**config.mk**
```make
export PLATFORM = sky130hd
export DESIGN_NAME = dds_stream_out
export DESIGN_NICKNAME = d
export VERILOG_FILES = /design/src/rtl/dds_stream_out_pkg.sv /design/src/rtl/dds_stream_out_sync_fifo.sv /design/src/rtl/dds_stream_out.sv
export SDC_FILE = /design/constraint.sdc
export NUM_CORES = 1
export LEC_CHECK = 0
export BUFFER_PORTS_ARGS = -buffer_cell sky130_fd_sc_hd__buf_2
export CORE_MARGIN = 2
export CORE_UTILIZATION = 44
export CTS_CLUSTER_SIZE = 40
export DETAILED_ROUTE_END_ITERATION = 7
export GPL_ROUTABILITY_DRIVEN = 0
export GPL_TIMING_DRIVEN = 0
export PLACE_DENSITY_LB_ADDON = 0.3
export REMOVE_ABC_BUFFERS = 1
export SLEW_MARGIN = 20
export SYNTH_ARGS = -nofsm -noshare
export SYNTH_HDL_FRONTEND = slang
export SYNTH_SLANG_ARGS = --single-unit
```
**constraint.sdc**
```tcl
create_clock -name clk -period 3.4 [get_ports clk]
set_clock_uncertainty 0.2 [all_clocks]
set_input_delay 0.34 -clock clk [delete_from_list [all_inputs] [get_ports clk]]
set_output_delay 0.34 -clock clk [all_outputs]
set_load 0.01 [all_outputs]
```
**src/rtl/dds_stream_out_pkg.sv**
```systemverilog
// dds_stream_out_pkg: shared constants and saturation helper for the DDS output stage
package dds_stream_out_pkg;
  localparam int DDS_SIG_WIDTH = 16;
  localparam int SAT_W = 64;
  localparam int CTRL_RST_BIT = 0;
  localparam int CTRL_STRT_BIT = 1;
  localparam int STAT_OVF_BIT = 0;
  localparam int STAT_LEVEL_LSB = 8;
  function automatic logic signed [SAT_W-1:0] sat_shift(input logic signed [SAT_W-1:0] v, input int ow);
    logic signed [SAT_W-1:0] hi;
    hi = SAT_W'((64'd1 << (ow - 1)) - 64'd1);
    return v > hi ? hi : v < ~hi ? ~hi : v;
  endfunction
endpackage

```
**src/rtl/dds_stream_out_sync_fifo.sv**
```systemverilog
// dds_stream_out_sync_fifo: show-ahead FIFO with wrap-bit pointers
module dds_stream_out_sync_fifo #(
  parameter int DATA_W = 16,
  parameter int DEPTH = 16
) (
  input  logic                     clk,
  input  logic                     a_rst_n,
  input  logic                     flush,
  input  logic                     push,
  input  logic                     pop,
  input  logic [DATA_W-1:0]        din,
  output logic [DATA_W-1:0]        dout,
  output logic                     full,
  output logic                     empty,
  output logic [$clog2(DEPTH):0]   level
);
  localparam int AW = $clog2(DEPTH);
  logic [DATA_W-1:0] mem [DEPTH];
  logic [AW:0] wp, rp;
  logic wr;
  assign empty = wp == rp;
  assign full = (wp[AW] != rp[AW]) && (wp[AW-1:0] == rp[AW-1:0]);
  assign level = wp - rp;
  assign dout = empty ? '0 : mem[rp[AW-1:0]];
  assign wr = push && (!full || pop);
  always_ff @(posedge clk)
    if (wr) mem[wp[AW-1:0]] <= din;
  always_ff @(posedge clk) begin
    if (!a_rst_n || flush) begin
      wp <= '0;
      rp <= '0;
    end else begin
      if (wr) wp <= wp + (AW+1)'(1);
      if (pop) rp <= rp + (AW+1)'(1);
    end
  end
endmodule

```
**src/rtl/dds_stream_out.sv**
```systemverilog
// dds_stream_out: captures DDS samples on the strobe edge, applies saturating gain and streams them over AXI4-Stream
module dds_stream_out
  import dds_stream_out_pkg::*;
#(
  parameter int SIG_WIDTH = DDS_SIG_WIDTH,
  parameter int OUT_WIDTH = 16,
  parameter int DEPTH = 16
) (
  input  logic                        clk,
  input  logic                        a_rst_n,
  input  logic                        i_sample_en,
  input  logic signed [SIG_WIDTH-1:0] i_dds_signal,
  input  logic                        i_enable,
  input  logic                        i_flush,
  input  logic [3:0]                  i_shift,
  input  logic [15:0]                 i_frame_len,
  input  logic                        i_clr_ovf,
  output logic [OUT_WIDTH-1:0]        m_axis_tdata,
  output logic                        m_axis_tvalid,
  input  logic                        m_axis_tready,
  output logic                        m_axis_tlast,
  output logic [$clog2(DEPTH):0]      o_fifo_level,
  output logic                        o_overflow
);
  localparam int S1_W = SIG_WIDTH + 15;
  logic en_q, s1_v, cap, push, pop, drop, full, empty;
  logic signed [S1_W-1:0] s1_d;
  logic [OUT_WIDTH-1:0] s2_d;
  logic [15:0] cnt;
  assign cap = i_sample_en && !en_q && i_enable && !i_flush;
  assign s2_d = OUT_WIDTH'(sat_shift(SAT_W'(s1_d), OUT_WIDTH));
  assign push = s1_v && !i_flush;
  assign m_axis_tvalid = !empty;
  assign pop = m_axis_tvalid && m_axis_tready;
  assign drop = push && full && !pop;
  assign m_axis_tlast = m_axis_tvalid && (i_frame_len != '0) && (cnt >= i_frame_len - 16'd1);
  always_ff @(posedge clk) begin
    if (!a_rst_n) begin
      en_q <= 1'b0;
      s1_v <= 1'b0;
      s1_d <= '0;
      cnt <= '0;
      o_overflow <= 1'b0;
    end else begin
      en_q <= i_sample_en;
      s1_v <= cap;
      if (cap) s1_d <= S1_W'(i_dds_signal) <<< i_shift;
      cnt <= i_flush ? '0 : pop ? (m_axis_tlast ? '0 : cnt + 16'd1) : cnt;
      o_overflow <= drop || (o_overflow && !i_clr_ovf);
    end
  end
  dds_stream_out_sync_fifo #(.DATA_W(OUT_WIDTH), .DEPTH(DEPTH)) u_fifo (
    .clk(clk),
    .a_rst_n(a_rst_n),
    .flush(i_flush),
    .push(push),
    .pop(pop),
    .din(s2_d),
    .dout(m_axis_tdata),
    .full(full),
    .empty(empty),
    .level(o_fifo_level)
  );
endmodule

```
==> flow_summary.ini, run 1 <==
[run_status]
status = complete, but fails checks
violations = setup timing

[global_route]
grt_pass1_wl_mm = 45.89
antenna_found_initial = 0
grt_max_degree = 39
grt_pass1_vias = 7859
grt.overflow.total = 0
grtUsageTotal_pct = 18.23

[placement]
place_area_um2 = 14890
dp_cells = 1314
place_hpwl_mm = 18.40
post-place-ws_ns = -0.5066
port_buffers = 66

[setup_path]
cpPeakStageDelay_ns = 0.55
path_depth = 12
worstSetupPathType = in2out
cp.required_ns = 2.86
crit_family = simple AND/OR/NAND/NOR gates
end_kind = primary output
critPathMaxFanout = 5
worstSetupEndpoint = m_axis_tlast
worstPathCellList = buf_2, or4_4, or3_1, nor2_1, xnor2_1, ha_1, nand4_1, nor4_2, o31ai_1, nand4_1, and3_4, buf_6
crit_start = i_frame_len[9]
cp.arrival_ns = 2.87
r2r_setup_slack_ns = 0.18
crit_top_cell = nand4_1
slowest_stage = or4_4
r2r_cells = 5
start_kind = input pin
rr_endpoint = u_fifo.mem[8][14]$_DFFE_PP_
critPathBufInv = 2
r2r_start = u_fifo.wp[2]$_SDFFE_PP0P_

[worst_hold_path]
hp-class = in2reg

[clocking]
clock-sinks = 320
htree_levels = 2
root_buffer = clkbuf_16
cts_tree = yes
clk_pin_slew_ns = 0.05
clockBufferDepth = 3
clock_insertion_delay_worst_skew_ns = 0.51
numCtsBuffers = 34

[floorplan]
num_io_pins = 67
placementRows = 65
dieHeight_um = 181.8
core_um2 = 31310
start_util_pct = 44.41
die_w_um = 181.8
dieArea_um2 = 33040

[routing]
drc = 0
drt_wl_total_mm = 29.78
met1_length_mm = 12.84
dr.pass1.iters = 5
vias = 7848
drtAntennaViolNets = 0
routed-wl-met3_mm = 1.699
via_per_inst = 5.638
wl_met2_mm = 14.69
drt_iter0_markers = 716
wl_per_cell_um = 21.39
routed.top_layer = met4

[job]
maxCapViolCount = 0

[layout]
diodes = 0
drive_gt1_share_pct = 28.18
syn_to_final_growth_pct = 16.91
design_area_um2 = 16260
final_util_pct = 51.92
finalNetCount = 1037
layout_common_cells = edfxtp_1 (256), mux4_2 (86), buf_2 (64)
fillers = 2543
final_common_cell = edfxtp_1
fin_cells = 1392

[logic_synthesis]
synthFlopType = edfxtp_1
synth.avg_cell_area_um2 = 15.84
ys_warn_count = 0
synth_top_area_share_pct = 55.29
ys_top_cells_by_area = edfxtp_1 (55%), mux4_2 (14%), dfxtp_1 (9.2%), ha_1 (2.4%), nor2_1 (1.7%)
synth-edff-count = 256
synth_cells = 878
ys_seq_area_share_pct = 64.50
async_flop_share_pct = 0
synth.cell_area_um2 = 13900
ys_seq_elements = 320
yosysTopAreaCell = edfxtp_1
yosys.cell_types.count = 50

[sta]
finalSetupViolations = 1
worst_pin_slew_ns = 1.026
post-route-worst-setup-slack_ns = -0.01105
finalCriticalPeriod_ns = 3.411
hold_viol = 0
maxSlewViolCount = 0
fin_crit_sh_pct = 100.3
maxSlewHeadroom_pct = 31.60
rsz0062_at_grt = yes
fmax_mhz = 293.2

[power_and_ir_drop]
powerDensity_nw_per_um2 = 521.3
vdd_drop_max_mv = 0.3123
p_leak_nw = 5.365
p_total_w = 0.008474
-- area by class of cell --
cell class | instances | area [µm²] | share of cell area, %
sequential | 320 | 8981 | 55.25
multi-input combinational | 494 | 4925 | 30.30
clock buffer | 44 | 888.4 | 5.465
timing repair buffer | 99 | 749.5 | 4.611
tap | 402 | 503.0 | 3.094
clock inverter | 16 | 142.6 | 0.8775
inverter | 17 | 66.31 | 0.4079
-- registers in the layout, indices dropped and copies added, names as in the netlist, named ones only --
name        cells
s1_v            1
cnt            16
u_fifo.wp       5
en_q            1
o_overflow      1
s1_d           31
u_fifo.mem    256
u_fifo.rp       5
-- tightest hold or removal path, stage by stage --
cell,delay (ns)
buf_2,0.15
nor2b_1,0.07
nand3_1,0.07
o21ai_0,0.06
-- cells by family after synthesis --
family	after synthesis	synth area share (%)
AOI/OAI and AO/OA	106	4.868
xor gates and xnor gates	42	2.646
adders and majority gates	28	2.574
buffers and inverters	64	1.881
DFF	320	64.50
muxes	117	16.23
and+or+nand+nor	201	7.298
-- synthesized netlist by cell type (2+ instances only) --
cell,instances
nand2b_1,6
a22oi_1,8
buf_1,3
nor3b_1,3
nand4_1,15
xor2_1,21
mux2_2,8
and4_1,3
nor2b_1,16
or3_1,2
nand2_1,33
ha_1,27
mux2i_1,23
o21a_1,16
a211oi_1,8
a21oi_1,31
nor3_1,11
xnor2_1,21
nor4_1,7
a31oi_1,3
mux4_2,86
o21ai_0,23
clkbuf_1,34
and2_1,18
inv_1,17
dfxtp_1,64
nand3_1,15
nor2_1,63
a31o_2,5
a21o_1,2
buf_2,8
a21boi_0,3
edfxtp_1,256
and3_1,3
-- power breakdown --
part	switching [W]	leakage, nW	internal [W]
Sequential	0.0000109	2.82	0.00445
Combinational	0.000387	2.04	0.000148
Clock	0.00147	0.500	0.00201
-- worst min path at each step --
stage / start / end / slack [ns] / depth (start not counted)
4_1_cts: m_axis_tready / o_overflow$_SDFF_PN0_ / 0.03 / 3
6_report: i_flush / cnt[1]$_SDFFE_PP0P_ / 0.04 / 4
3_3_place_gp: s1_d[2]$_SDFFE_PN0P_ / s1_d[2]$_SDFFE_PN0P_ / 0.26 / 2
2_1_floorplan: s1_d[0]$_SDFFE_PN0P_ / s1_d[0]$_SDFFE_PN0P_ / 0.24 / 2
3_5_place_dp: s1_d[2]$_SDFFE_PN0P_ / s1_d[2]$_SDFFE_PN0P_ / 0.27 / 2
5_1_grt: m_axis_tready / o_overflow$_SDFF_PN0_ / 0.05 / 3
-- metal layers --
metal	vias to the layer above	global-route usage, %
li1	3614	-
met1	3952	25.26
met2	238	30.51
met3	44	2.768
met4	0	4.488
met5	-	0
-- timing repair --
| action | in CTS | in global routing |
|---|---|---|
| endpoints found under the hold margin | 3 | 0 |
| setup buffers | 6 | 9 |
| hold buffers | 3 | 0 |
| pin swaps | 6 | 10 |
| gates resized for setup | 10 | 19 |
| setup endpoints to repair | 235 | 175 |
-- metrics by stage --
| stage | setup TNS [ns] | hold slack [ns] |
|---|---|---|
| after CTS | -0.2177 | 0.02633 |
| after detailed placement | -29.80 | 0.2674 |
| after global placement | -331.71 | 0.2556 |
| after global routing | -0.1478 | 0.04896 |
| after floorplan | -19.02 | 0.2412 |
| final | -0.01105 | 0.04407 |
Note: power is estimated with default switching activity, not from simulation.
==> inputs of run 2 (changes only) <==
Settings changed: SYNTH_HIERARCHICAL set to 1.
==> run 2 against run 1 <==
Effect of this change: die area rose by 2.2%; global-route usage rose by 0.31 points; utilization rose by 0.44 points; sequential share of layout area fell by 1.2 points; power rose by 2.6%; worst setup slack got worse by 0.33 ns; the flow still finishes with violations (setup timing); via count rose by 4.8%; area after synthesis rose by 2.3%; combinational power fell by 0.7%; non-clock buffer count rose by 8.
==> flow_summary.ini, run 2 <==
[floorplan]
die_w_um = 183.8
placementRows = 65
num_io_pins = 67
core_um2 = 31720
dieHeight_um = 183.8
start_util_pct = 44.84
dieArea_um2 = 33780

[sta]
worst_pin_slew_ns = 0.8335
hold_viol = 0
maxSlewViolCount = 0
fmax_mhz = 267.5
finalSetupTns_ns = -0.3381
rsz0062_at_grt = yes
finalCriticalPeriod_ns = 3.738
finalSetupViolations = 1
post-route-worst-setup-slack_ns = -0.3381
maxSlewHeadroom_pct = 44.44
holdWs_ns = 0.06429
fin_crit_sh_pct = 109.9

[setup_path]
critPathBufInv = 2
crit_top_cell = or3_4
worstSetupPathType = in2out
cp.arrival_ns = 3.20
start_kind = input pin
critPathMaxFanout = 5
cp.required_ns = 2.86
end_kind = primary output
cpPeakStageDelay_ns = 0.38
crit_family = simple AND/OR/NAND/NOR gates
worstPathCellList = buf_6, or3_4, or3_4, nand2b_4, or3_4, xor2_1, ha_1, nand4_1, a211o_1, o32a_1, a21oi_2, buf_2
slowest_stage = or3_4

[clocking]
clock_insertion_delay_worst_skew_ns = 0.51
clk_pin_slew_ns = 0.06
clockBufferDepth = 3
root_buffer = clkbuf_16
htree_levels = 2
clock-sinks = 320
numCtsBuffers = 34
cts_tree = yes

[job]
maxCapViolCount = 0

[logic_synthesis]
synth-edff-count = 256
synth_cells = 896
ys_warn_count = 6
synth.cell_area_um2 = 14220
yosys.cell_types.count = 71
ys_seq_area_share_pct = 63.06
synth_top_area_share_pct = 54.05
ys_seq_elements = 320
async_flop_share_pct = 0
yosysMostFrequentCell = edfxtp_1
synthFlopType = edfxtp_1
ys_top_cells_by_area = edfxtp_1 (54%), mux4_2 (11%), dfxtp_1 (9.0%), ha_1 (2.4%), mux2_2 (1.6%)
synth_common_cells = edfxtp_1 (256), mux4_2 (70), dfxtp_1 (64)
synth.avg_cell_area_um2 = 15.87
yosysTopAreaCell = edfxtp_1

[placement]
place_hpwl_mm = 18.28
port_buffers = 66

[worst_hold_path]
hp-class = in2reg

[run_status]
status = complete, but fails checks
violations = setup timing

[layout]
drive_gt1_share_pct = 30.41
diodes = 0
final_util_pct = 52.36
final_common_cell = edfxtp_1
finalNetCount = 1062
layout_common_cells = edfxtp_1 (256), mux4_2 (70), buf_2 (68)
syn_to_final_growth_pct = 16.76
largest_reg_flops = 256

[routing]
drt_iter0_markers = 604
vias = 8221
drc = 0
wl_per_cell_um = 21.83
drt_wl_total_mm = 30.96
dr.pass1.iters = 5
via_per_inst = 5.798
drtAntennaViolNets = 0

[power_and_ir_drop]
internal_power_w = 0.006814
powerDensity_nw_per_um2 = 523.5
power_frac_clock_pct = 42.6
comb_power_share_pct = 6.1
seq_power_share_pct = 51.3
p_sw_share_pct = 21.63
vdd_drop_max_mv = 0.3770
p_leak_nw = 5.612
switchingPower_w = 0.001880

[global_route]
antenna_found_initial = 0
grtUsageTotal_pct = 18.53
grt_max_degree = 39
grt.overflow.total = 0
grt_pass1_wl_mm = 47.18
grt_pass1_vias = 8049
run 2: final timing paths:
check / start / end / slack (ns) / cells past startpoint
worst max register to register: u_fifo/wp[0]$_SDFFE_PP0P_ / u_fifo/mem[5][14]$_DFFE_PP_ / 0.16 / 10
worst max-delay path: i_frame_len[1] / m_axis_tlast / -0.34 / 12
worst min-delay path: i_flush / u_fifo/wp[4]$_SDFFE_PP0P_ / 0.06 / 4
worst min register to register: s1_d[0]$_SDFFE_PN0P_ / s1_d[0]$_SDFFE_PN0P_ / 0.27 / 2
run 2: area by class of cell:
type	count	area [µm²]
clock inverter	16	180.2
tap	402	503.0
sequential	320	8979
clock buffer	45	954.7
multi-input combinational	509	5112
inverter	19	75.07
timing repair buffer	107	802.0
fill	2589	15110
run 2: kinds of logic (layout without fill, tap and decap cells):
kind of cell               count (synthesis)  in the layout  share of synthesized area [%]
AOI/OAI and AO/OA                        128            128                          6.369
xor gates and xnor gates                  35             35                          2.155
adders and majority gates                 28             28                          2.516
buffers and inverters                     67            187                          2.463
DFF                                      320            320                          63.06
muxes                                    111            111                          14.95
and+or+nand+nor                          207            207                          8.490
run 2: power by group through the flow:
stage	combinational [W]	clock (W)	sequential, W
after CTS	0.000526	0.00378	0.00446
after floorplan	0.000300	0	0.00454
after detailed placement	0.000516	0	0.00454
after global placement	0.000500	0	0.00454
after global routing	0.000588	0.00392	0.00446
final	0.000531	0.00370	0.00446
run 2: timing repair:
item / 4_1_cts / 5_1_grt
hold endpoints to repair: 3 / 0
gates resized for setup: 37 / 7
buffers inserted: 11 / 19
setup endpoints to repair: 292 / 73
hold buffers: 3 / 0
pin swaps: 5 / 9
run 2: tightest hold or removal path, cell delays in order:
cell and delay, ns:
buf_2 0.18, nor2b_1 0.08, nand2_1 0.06, o21ai_1 0.05
run 2: routing by layer:
| metal | global-route usage, % | routed length (µm) |
|---|---|---|
| met2 | 29.77 | 14800 |
| met5 | 0 | 0 |
| met1 | 26.64 | 14190 |
| met4 | 5.088 | 600 |
| met3 | 2.575 | 1365 |
run 2: through the flow:
| stage | setup slack, ns | power, W | instance area, µm² | cells |
|---|---|---|---|---|
| 2_1_floorplan | -0.7629 | 0.004838 | 13940 | 848 |
| 3_3_place_gp | -3.582 | 0.005044 | 14780 | 1316 |
| 3_5_place_dp | -0.9664 | 0.005060 | 14960 | 1324 |
| 4_1_cts | -0.3638 | 0.008764 | 16380 | 1399 |
| 5_1_grt | -0.4310 | 0.008971 | 16610 | 1418 |
| 6_report | -0.3381 | 0.008694 | 16610 | 1418 |
